File: src/rtl/enc_pkg.sv
// enc_pkg: shared types and constants for the encoder edit/commit controller.
package enc_pkg;
    typedef enum logic [1:0] {IDLE, EDIT, COMMIT} state_t;
    localparam int MAXV_DEF = 9999;
    localparam logic [13:0] STEP [4] = '{14'd1, 14'd10, 14'd100, 14'd1000};
endpackage

File: src/rtl/btn_press_timer.sv
// btn_press_timer: classifies button presses as short (release before HOLD ticks) or long (HOLD ticks held).
module btn_press_timer #(
    parameter int HOLD = 1000
) (
    input  logic clk,
    input  logic rstn,
    input  logic tick,
    input  logic btn,
    input  logic clr,
    output logic short_p,
    output logic long_p
);
    localparam int CW = $clog2(HOLD + 1);
    logic [CW-1:0] cnt;
    logic          btn_q;
    logic          blocked;

    always_ff @(posedge clk) begin
        if (!rstn) begin
            cnt     <= '0;
            btn_q   <= 1'b0;
            blocked <= 1'b0;
            short_p <= 1'b0;
            long_p  <= 1'b0;
        end else if (clr) begin
            // a press already under way is ignored until the button is let go
            cnt     <= '0;
            btn_q   <= btn;
            blocked <= btn;
            short_p <= 1'b0;
            long_p  <= 1'b0;
        end else begin
            btn_q   <= btn;
            blocked <= blocked & btn;
            short_p <= btn_q & ~btn & ~blocked & (cnt < CW'(HOLD));
            long_p  <= btn & tick & ~blocked & (cnt == CW'(HOLD - 1));
            cnt     <= !btn ? '0 : (tick && cnt < CW'(HOLD)) ? cnt + 1'b1 : cnt;
        end
    end
endmodule

File: src/rtl/enc_edit_ctrl.sv
// enc_edit_ctrl: per-digit edit of a working value from encoder steps, committed to a setpoint on long press.
module enc_edit_ctrl
    import enc_pkg::*;
#(
    parameter int MAXV = MAXV_DEF,
    parameter bit WRAP = 1'b1,
    parameter int HOLD = 1000,
    parameter int TOUT = 8000
) (
    input  logic        clk,
    input  logic        rstn,
    input  logic        tick,
    input  logic        up,
    input  logic        dn,
    input  logic        btn,
    input  logic        ld,
    input  logic [13:0] ld_val,
    output logic [13:0] value,
    output logic [13:0] work,
    output logic        edit,
    output logic [1:0]  digit,
    output logic        commit
);
    localparam int TW = $clog2(TOUT + 1);
    state_t        state;
    logic [TW-1:0] tcnt;
    logic          short_p, long_p;
    logic [14:0]   w, s, sum;
    logic [13:0]   up_v, dn_v, ld_c;

    btn_press_timer #(.HOLD(HOLD)) u_btn (
        .clk(clk), .rstn(rstn), .tick(tick), .btn(btn), .clr(ld),
        .short_p(short_p), .long_p(long_p)
    );

    assign w    = {1'b0, work};
    assign s    = {1'b0, STEP[digit]};
    assign sum  = w + s;
    assign up_v = 14'((sum > 15'(MAXV)) ? (WRAP ? sum - 15'(MAXV + 1) : 15'(MAXV)) : sum);
    assign dn_v = 14'((w < s) ? (WRAP ? w + 15'(MAXV + 1) - s : 15'd0) : w - s);
    assign ld_c = (ld_val > 14'(MAXV)) ? 14'(MAXV) : ld_val;

    always_ff @(posedge clk) begin
        if (!rstn) begin
            state  <= IDLE;
            value  <= '0;
            work   <= '0;
            edit   <= 1'b0;
            digit  <= '0;
            commit <= 1'b0;
            tcnt   <= '0;
        end else if (ld) begin
            state  <= IDLE;
            value  <= ld_c;
            work   <= ld_c;
            edit   <= 1'b0;
            digit  <= '0;
            commit <= 1'b0;
            tcnt   <= '0;
        end else begin
            commit <= 1'b0;
            case (state)
                IDLE: if (short_p) begin
                    state <= EDIT;
                    edit  <= 1'b1;
                    digit <= '0;
                    tcnt  <= '0;
                end
                EDIT: if (long_p) begin
                    state  <= COMMIT;
                    value  <= work;
                    commit <= 1'b1;
                    edit   <= 1'b0;
                    digit  <= '0;
                end else begin
                    if (short_p) digit <= digit + 2'd1;
                    if (up ^ dn) work <= up ? up_v : dn_v;
                    // simultaneous up/dn leaves work alone but still counts as activity
                    if (up | dn | btn | short_p) tcnt <= '0;
                    else if (tick && tcnt == TW'(TOUT - 1)) begin
                        state <= IDLE;
                        edit  <= 1'b0;
                        digit <= '0;
                        work  <= value;
                        tcnt  <= '0;
                    end else if (tick) tcnt <= tcnt + 1'b1;
                end
                default: state <= IDLE;
            endcase
        end
    end
endmodule

File: config.mk
export PLATFORM = sky130hd
export DESIGN_NAME = enc_edit_ctrl
export DESIGN_NICKNAME = d
export VERILOG_FILES = /design/src/rtl/enc_pkg.sv /design/src/rtl/btn_press_timer.sv /design/src/rtl/enc_edit_ctrl.sv
export SDC_FILE = /design/constraint.sdc
export NUM_CORES = 1
export LEC_CHECK = 0
export CAP_MARGIN = 20
export CORE_ASPECT_RATIO = 1.5
export CORE_MARGIN = 3
export CORE_UTILIZATION = 53
export CTS_CLUSTER_DIAMETER = 200
export DETAILED_ROUTE_END_ITERATION = 16
export PLACE_DENSITY = 0.78
export SLEW_MARGIN = 20
export SYNTH_ARGS = -nofsm -noshare
export SYNTH_HDL_FRONTEND = slang
export SYNTH_SLANG_ARGS = --single-unit
File: constraint.sdc
create_clock -name clk -period 3.5 [get_ports clk]
set_clock_uncertainty 0.2 [all_clocks]
set_input_delay 0.875 -clock clk [delete_from_list [all_inputs] [get_ports clk]]
set_output_delay 0.875 -clock clk [all_outputs]
set_load 0.01 [all_outputs]
==> impl_metrics.csv, run 1 <==
group,metric,value,unit
clock_network,cts_tree,"built",
run_status,violations,"setup timing",
timing,worst_slack,-75.0,ps
die,initial_core_util,55.1,%
worst_setup_path,required,3530,ps
pwr,power_frac_clock,38.9,%
die,die_area,11500,um2
clock_network,clock_sinks,61,
global_route,grt_pass1_vias,5805,
worst_setup_path,crit_path_max_fanout,7,
pwr,p_int,1.80,mW
detailed_routing,wl_per_cell,19.7,um
logic_synthesis,synth.net_count,765,
clock_network,cts_buffers,9,
logic_synthesis,synth_area_leaders,"dfxtp_1 (23%), ha_1 (9.7%), nor2_1 (5.1%), nand2_1 (5.0%), o21ai_0 (4.7%)",
cells_and_area,drive_gt1_share,27.4,%
logic_synthesis,synth_cells,694,
worst_setup_path,crit_path_start_kind,"flip-flop",
clock_network,clock_latency,330,ps
worst_setup_path,worstPathArrival,3600,ps
job,max-cap-violations,0,
pwr,seqPwrFrac,28.8,%
global_route,grt_pass1_wl,28.5,mm
pwr,ir_worst_vdd,0.417,mV
timing,slew-limit-headroom,40.2,%
clock_network,clock_path_buffers,2,
logic_synthesis,netlist_area,5430,um2
global_route,gr-total-overflow,0,
timing,hold_ws,251,ps
timing,fin_crit_sh,102,%
die,io_pins,53,
timing,finalHoldViolations,0,
place,gp_congestion,1.00,
clock_network,clkTransAtPathRegs,50,ps
place,postPlaceCellArea,6640,um2
logic_synthesis,syn_avg_cell_area,7.82,um2
worst_setup_path,crit_path_end_kind,"flip-flop",
detailed_routing,drc,0,
logic_synthesis,synth-edff-count,0,
clock_network,hold_buffers,0,
logic_synthesis,synth_seq_area_share,22.5,%
min_path,hold_path.class,"reg -> reg",
global_route,antenna_found_initial,0,
die,core-area,9850,um2
cells_and_area,antenna_cells,0,
cells_and_area,syn_to_final_growth,41.4,%
pwr,power_density,339,nW/um2
pwr,comb_power_share,32.3,%
logic_synthesis,synth_top_cell_area_share,22.5,%
cells_and_area,nNetsFinal,905,
logic_synthesis,ys_types,80,
detailed_routing,vias,5948,
place,portBuffers,52,
detailed_routing,routed_wl,18.8,mm
logic_synthesis,yosys_warnings,0,
timing,worstMarginPinSlew,894,ps
global_route,grt_max_degree,25,
die,dieWidth,88.6,um
logic_synthesis,synthArstFlopShare,0,%
detailed_routing,drtIter0Drc,516,
logic_synthesis,synth-main-ff-cell,"dfxtp_1",
detailed_routing,routed_via_density,6.23,
timing,slew_violations,0,
pwr,leakage,3.03,nW
die,die_height,130,um
place,dp_hpwl,13.8,mm
timing,setup_violations,2,
logic_synthesis,synth_top_area_cell,"dfxtp_1",
global_route,grt_util_all_layers,31.9,%
place,dp_worst_setup_slack,-288,ps
clock_network,htree_levels,3,
cells_and_area,final_area,7670,um2
worst_setup_path,criticalPathCategory,"reg -> reg",
timing,min_period,3580,ps
timing,rsz0062_at_grt,"true",
timing,max_freq,280,MHz
pwr,swShare,30.9,%
pwr,total_power,2.60,mW
pwr,p_sw,804,uW
logic_synthesis,synth-seq-cells,61,
detailed_routing,drt_first_pass_iters,6,
run_status,status,"complete, but fails checks",
clock_network,root_buffer,"clkbuf_16",
die,rows,44,
detailed_routing,antenna_left,0,
==> routing by layer <==
metal / vias up / wire, um / global-route usage, %
met5: - / 0 / 0
met4: 0 / 786 / 14.9
met3: 72 / 1140 / 3.79
met2: 302 / 9750 / 56.9
met1: 2819 / 7130 / 37.3
li1: 2755 / - / -
==> flip-flops by register name, summed over array words and instances, names as in the netlist <==
register	flops
state	2
value	14
u_btn.btn_q	1
tcnt	13
u_btn.short_p	1
digit	2
edit	1
u_btn.long_p	1
work	14
u_btn.cnt	10
commit	1
u_btn.blocked	1
==> timing repair <==
item,in CTS,in global routing
gates resized for setup,42,87
pin swaps,21,56
endpoints found under the setup margin,11,12
buffers inserted,4,13
==> synthesized netlist by cell type, drive strengths merged, types with 4 or more instances <==
| master | count |
|---|---|
| a211oi | 12 |
| a21boi | 5 |
| a21oi | 50 |
| a31oi | 9 |
| and2 | 6 |
| and3 | 5 |
| buf | 15 |
| clkbuf | 19 |
| dfxtp | 61 |
| fa | 8 |
| ha | 42 |
| inv | 38 |
| mux2i | 11 |
| nand2 | 73 |
| nand2b | 6 |
| nand3 | 21 |
| nand3b | 5 |
| nand4 | 10 |
| nor2 | 74 |
| nor2b | 17 |
| nor3 | 16 |
| nor3b | 4 |
| nor4 | 6 |
| o211ai | 8 |
| o21a | 4 |
| o21ai | 51 |
| o22ai | 4 |
| o31ai | 7 |
| or3 | 6 |
| xnor2 | 26 |
| xor2 | 22 |
==> area by class of cell <==
| type | count | area, um2 |
|---|---|---|
| Clock buffer | 11 | 264 |
| Tap cell | 115 | 144 |
| Timing Repair Buffer | 163 | 1400 |
| Fill cell | 671 | 2180 |
| Sequential cell | 61 | 1230 |
| Multi-Input combinational cell | 561 | 4400 |
| Inverter | 38 | 155 |
| Clock inverter | 5 | 80.1 |
==> through the flow <==
stage	setup TNS, ps	utilization, %	cells
after floorplan	0	-	694
after global placement	-480	67.3	926
after detailed placement	-1590	67.3	926
after CTS	-1.74	73.2	946
after global routing	-897	77.9	954
final	-125	77.9	954
==> kinds of logic after synthesis <==
group                    after synthesis  share of synthesized area [%]
buffers and inverters                 72                           7.24
flip-flops                            61                           22.5
XOR/XNOR                              48                           7.89
AND/OR/NAND/NOR                      263                           24.1
AO/OA/AOI/OAI                        187                           23.0
adder cells (fa/ha/maj)               50                           12.6
multiplexers                          13                           2.67
==> power groups by stage <==
stage / Combinational, mW / Sequential, mW / Clock (mW)
floorplan: 0.410 / 0.765 / 0
global placement: 0.695 / 0.758 / 0
detailed placement: 0.709 / 0.759 / 0
CTS: 0.740 / 0.747 / 1.02
global route: 0.898 / 0.752 / 1.05
finish: 0.842 / 0.750 / 1.01
==> worst max-delay path: stages (launching register included) <==
cell       delay (ps)
dfxtp_4           390
inv_6              50
ha_4              150
inv_2              60
ha_4              230
nor3b_4           300
buf_6             150
nor3_4             40
xnor2_1           140
nor4_2            250
buf_4             180
mux2i_4           260
nor2_2             80
a211o_4           340
a31oi_4           240
a2111oi_4         100
o31a_1            300
==> placed cells by master, fill, tap and decap left out, drive strengths merged, types with 7 or more instances in the layout <==
| cell type | n |
|---|---|
| xnor2 | 26 |
| xor2 | 22 |
| buf | 111 |
| o211ai | 8 |
| nor3 | 16 |
| nor2b | 17 |
| clkdlybuf4s50 | 52 |
| clkbuf | 11 |
| a31oi | 9 |
| nand4 | 10 |
| a21oi | 50 |
| mux2i | 11 |
| dfxtp | 61 |
| nor2 | 74 |
| o21ai | 51 |
| inv | 38 |
| a211oi | 12 |
| ha | 42 |
| nand2 | 73 |
| o31ai | 7 |
| fa | 8 |
| nand3 | 21 |
==> final timing paths <==
path                          start                  endpoint  slack (ps)  cells after the start
max           digit[0]$_SDFFE_PP0P_     work[13]$_SDFFE_PN0P_         -80                     16
min          u_btn.btn_q$_SDFF_PN0_  u_btn.short_p$_SDFF_PP0_         250                      1
max reg2reg   digit[0]$_SDFFE_PP0P_     work[13]$_SDFFE_PN0P_         -80                     16
min reg2reg  u_btn.btn_q$_SDFF_PN0_  u_btn.short_p$_SDFF_PP0_         250                      1
Note: power is estimated with default switching activity, not from simulation.
==> inputs of run 2 (changes only) <==
Settings changed: RECOVER_POWER set to 25.
==> run 2 against run 1 <==
- the run still ends with setup timing left
- die area stayed put
- first-iteration DRC count is 5.4% higher
- register-to-register slack worse by 20 ps
- final area hardly changed
- total power is 0.21% lower
- utilization hardly changed
- maximum frequency is 0.66% lower
- sequential power hardly changed
- largest cell class unchanged
- highest routed layer unchanged
==> impl_metrics.csv, run 2 (same netlist as run 1, synthesis figures left out) <==
group,metric,value,unit
place,gp_congestion,1.00,
global_route,gr-total-overflow,0,
clock_network,root_buffer,"clkbuf_16",
global_route,grt_util_all_layers,31.9,%
clock_network,hold_buffers,0,
timing,fin_crit_sh,103,%
detailed_routing,antenna_left,0,
clock_network,clkTransAtPathRegs,60,ps
global_route,grt_max_degree,25,
timing,finalHoldViolations,0,
die,die_height,130,um
die,dieWidth,88.6,um
clock_network,clock_path_buffers,2,
min_path,hold_path.class,"reg -> reg",
cells_and_area,nNetsFinal,905,
detailed_routing,drt_first_pass_iters,5,
worst_setup_path,crit_path_max_fanout,7,
die,die_area,11500,um2
cells_and_area,syn_to_final_growth,41.4,%
timing,max_freq,278,MHz
global_route,antenna_found_initial,0,
timing,worst_slack,-98.7,ps
global_route,grt_pass1_wl,28.5,mm
clock_network,htree_levels,3,
timing,slew-limit-headroom,39.7,%
worst_setup_path,crit_path_start_kind,"flip-flop",
cells_and_area,drive_gt1_share,27.3,%
worst_setup_path,required,3520,ps
timing,rsz0062_at_grt,"true",
worst_setup_path,crit_path_end_kind,"flip-flop",
detailed_routing,drtIter0Drc,544,
timing,slew_violations,0,
die,initial_core_util,55.1,%
die,io_pins,53,
detailed_routing,drc,0,
pwr,total_power,2.60,mW
job,max-cap-violations,0,
worst_setup_path,criticalPathCategory,"reg -> reg",
run_status,status,"complete, but fails checks",
timing,tns,-148,ps
detailed_routing,routed_via_density,6.27,
clock_network,cts_tree,"built",
clock_network,clock_latency,340,ps
timing,worstMarginPinSlew,902,ps
detailed_routing,vias,5982,
pwr,leakage,3.05,nW
detailed_routing,wl_per_cell,19.7,um
cells_and_area,final_common_cell,"buf_4",
timing,setup_violations,2,
place,portBuffers,52,
global_route,grt_pass1_vias,5805,
die,rows,44,
pwr,ir_worst_vdd,0.415,mV
clock_network,clock_sinks,61,
worst_setup_path,worstPathArrival,3620,ps
place,dp_hpwl,13.8,mm
clock_network,cts_buffers,9,
timing,min_period,3600,ps
die,core-area,9850,um2
cells_and_area,antenna_cells,0,
cells_and_area,most-common-layout-cells,"buf_4 (99), nand2_1 (72), nor2_1 (71)",
cells_and_area,largestRegisters,"value x14, work x14, tcnt x13",
run_status,violations,"setup timing",
cells_and_area,n_fill_cell,673,
pwr,power_density,339,nW/um2
detailed_routing,routed_wl,18.8,mm
## run 2: final cells by class
type | count | area, um2 | area share [%]
clock buffers | 11 | 264 | 3.44
clock inverters | 5 | 80.1 | 1.04
inverters | 38 | 155 | 2.02
multi-input cells | 561 | 4400 | 57.3
flip-flops and latches | 61 | 1230 | 16.0
well taps | 115 | 144 | 1.88
repair buffers | 163 | 1400 | 18.3
## run 2: per-stage QoR
stage | worst slack (ps) | util, % | std cells | hold WS (ps) | instance area [um2]
floorplan | 1.99 | - | 694 | 229 | 5470
global placement | -142 | 67.3 | 926 | 237 | 6640
detailed placement | -288 | 67.3 | 926 | 241 | 6640
CTS | -1.74 | 73.2 | 946 | 253 | 7210
global route | -156 | 77.8 | 954 | 280 | 7670
finish | -98.7 | 77.8 | 954 | 252 | 7670
## run 2: worst paths after layout
kind                     startpoint                        to  slack [ps]  depth (start not counted)
max           digit[0]$_SDFFE_PP0P_     work[13]$_SDFFE_PN0P_        -100                         16
min          u_btn.btn_q$_SDFF_PN0_  u_btn.short_p$_SDFF_PP0_         250                          1
max reg2reg   digit[0]$_SDFFE_PP0P_     work[13]$_SDFFE_PN0P_        -100                         16
min reg2reg  u_btn.btn_q$_SDFF_PN0_  u_btn.short_p$_SDFF_PP0_         250                          1
## run 2: timing repair
action | 4_1_cts | 5_1_grt
setup buffers | 4 | 13
gates resized for setup | 42 | 87
setup endpoints to repair | 11 | 12
pin swaps | 21 | 56
cloned | 0 | 0
## run 2: critical path: stages (launching register included)
cell and delay [ps]:
dfxtp_4 390, inv_6 50, ha_4 150, inv_2 60, ha_4 230, nor3b_4 300
buf_6 150, nor3_4 40, xnor2_1 140, nor4_2 250, buf_4 180, mux2i_4 260
nor2_2 80, a211o_4 340, a31oi_4 250, a2111oi_4 100, o31a_1 310
## run 2: metal layers
| layer | global-route usage (%) | routed length (um) | vias up |
|---|---|---|---|
| met1 | 37.3 | 7130 | 2859 |
| met2 | 56.9 | 9760 | 295 |
| met3 | 3.79 | 1140 | 72 |
| met5 | 0 | 0 | - |
| met4 | 14.9 | 795 | 0 |
| li1 | - | - | 2756 |
## run 2: where the power goes
part / internal, mW / switching (mW)
sequential: 0.718 / 0.0314
combinational: 0.393 / 0.445
clock: 0.684 / 0.326
total: 1.79 / 0.802
==> inputs of run 3 (changes only) <==
Settings changed: CORE_MARGIN 3 to not set.
==> run 3 against run 2 <==
- the run now ends clean
- sequential share of layout area up 0.85 points
- clock power is 8% lower
- total power is 5.8% lower
- count of clock-buffer cells in the layout did not move
- setup slack better by 130 ps
- largest cell class unchanged
- highest routed layer unchanged
==> impl_metrics.csv, run 3 (same netlist as run 1, synthesis figures left out) <==
group,metric,value,unit
run_status,status,"finished, final reports clean",
clock_network,root_buffer,"clkbuf_16",
global_route,antenna_found_initial,0,
global_route,gr-total-overflow,0,
pwr,ir_worst_vdd,0.363,mV
detailed_routing,antenna_left,0,
place,dp_hpwl,13.1,mm
cells_and_area,drive_gt1_share,23.1,%
detailed_routing,vias,5875,
place,gp_congestion,0.911,
global_route,grt_util_all_layers,33.0,%
timing,min_period,3470,ps
cells_and_area,fin_util,74.3,%
clock_network,cts_buffers,9,
timing,worstMarginPinSlew,906,ps
timing,max_freq,288,MHz
die,die_height,126,um
worst_setup_path,criticalPathCategory,"reg -> reg",
detailed_routing,drt_first_pass_iters,5,
global_route,grt_pass1_vias,5821,
detailed_routing,wl_met3,966,um
timing,setup_violations,0,
detailed_routing,drc,0,
timing,fin_crit_sh,99.2,%
clock_network,clkTransAtPathRegs,50,ps
detailed_routing,met1_length,6.80,mm
cells_and_area,syn_to_final_growth,34.3,%
clock_network,cts_tree,"built",
die,initial_core_util,55.4,%
timing,slew_violations,0,
clock_network,htree_levels,3,
timing,slew-limit-headroom,39.4,%
job,max-cap-violations,0,
detailed_routing,highest_layer,"met4",
min_path,hold_path.class,"reg -> reg",
timing,tns,0,ps
worst_setup_path,crit_path_start_kind,"flip-flop",
worst_setup_path,required,3550,ps
place,placed_cells,910,
clock_network,clock_latency,330,ps
die,core-area,9800,um2
clock_network,clock_sinks,61,
clock_network,clock_path_buffers,2,
place,postPlaceCellArea,6520,um2
worst_setup_path,crit_path_end_kind,"flip-flop",
die,dieWidth,84.6,um
cells_and_area,antenna_cells,0,
detailed_routing,routed_wl,17.8,mm
die,io_pins,53,
cells_and_area,final_common_cell,"buf_4",
pwr,leakage,2.88,nW
detailed_routing,routed_via_density,6.30,
die,die_area,10700,um2
worst_setup_path,crit_path_max_fanout,8,
cells_and_area,largestRegisters,"value x14, work x14, tcnt x13",
detailed_routing,drtIter0Drc,505,
timing,rsz0062_at_grt,"true",
pwr,power_density,336,nW/um2
global_route,grt_pass1_wl,28.0,mm
global_route,grt_max_degree,25,
cells_and_area,final_area,7290,um2
cells_and_area,most-common-layout-cells,"buf_4 (83), nand2_1 (72), nor2_1 (71)",
worst_setup_path,worstPathArrival,3520,ps
detailed_routing,dr_wl_met2,9.10,mm
timing,finalHoldViolations,0,
cells_and_area,nNetsFinal,884,
detailed_routing,wl_per_cell,19.0,um
cells_and_area,stdcell_count,933,
die,rows,44,
place,portBuffers,52,
run 3: cell count changes in the layout (fill, tap and decap cells not counted), sizes merged:
cell	change
clkinv	+2
clkinvlp	-2
clkdlybuf4s50	+4
dlygate4sd3	-4
buf	-21
run 3: cell type report:
type / count / area (um2)
Clock inverter: 5 / 75.1
Fill cell: 698 / 2510
Clock buffer: 11 / 233
Inverter: 38 / 155
Timing Repair Buffer: 142 / 1220
Tap cell: 115 / 144
Multi-Input combinational cell: 561 / 4230
Sequential cell: 61 / 1230
run 3: timing repair:
action | in CTS | in global routing
pin swaps | 11 | 39
setup buffers | 0 | 8
setup endpoints to repair | 11 | 12
resized for setup | 27 | 63
hold buffers | 0 | 0
run 3: worst max-delay path, stage by stage, from the launching register on:
cell	delay, ps
dfxtp_4	360
buf_6	100
buf_6	110
ha_4	180
inv_4	50
ha_4	280
and2b_2	220
o211ai_1	290
o211ai_4	200
nand3b_1	140
o21ai_1	70
a32o_2	290
buf_4	180
a21oi_4	160
xnor2_1	140
nand3_1	130
a221oi_2	250
run 3: layer usage:
layer,track usage [%],vias to the layer above
met3,4.72,90
met1,36.7,2791
met4,17.5,0
li1,-,2698
met5,0,-
met2,60.0,296
run 3: final timing paths:
| path | startpoint | endpoint | slack [ps] | cells past startpoint |
|---|---|---|---|---|
| worst max-delay path | digit[1]$_SDFFE_PP0P_ | work[11]$_SDFFE_PN0P_ | 30 | 16 |
| worst min-delay path | u_btn.btn_q$_SDFF_PN0_ | u_btn.short_p$_SDFF_PP0_ | 270 | 1 |
| worst max register to register | digit[1]$_SDFFE_PP0P_ | work[11]$_SDFFE_PN0P_ | 30 | 16 |
| worst min register to register | u_btn.btn_q$_SDFF_PN0_ | u_btn.short_p$_SDFF_PP0_ | 270 | 1 |
run 3: through the flow:
| stage | setup WS (ps) | power [mW] | hold WS (ps) |
|---|---|---|---|
| after floorplan | 1.99 | 1.18 | 229 |
| after global placement | -55.5 | 1.42 | 239 |
| after detailed placement | -191 | 1.43 | 255 |
| after CTS | -1.62 | 2.38 | 263 |
| after global routing | -133 | 2.54 | 294 |
| final | 26.4 | 2.45 | 272 |
run 3: power breakdown:
part / leakage (nW) / switching (mW) / total [mW] / internal [mW]
registers: 0.500 / 0.0319 / 0.750 / 0.718
logic: 2.23 / 0.417 / 0.766 / 0.348
clock network: 0.153 / 0.312 / 0.931 / 0.619
total: 2.88 / 0.761 / 2.45 / 1.69
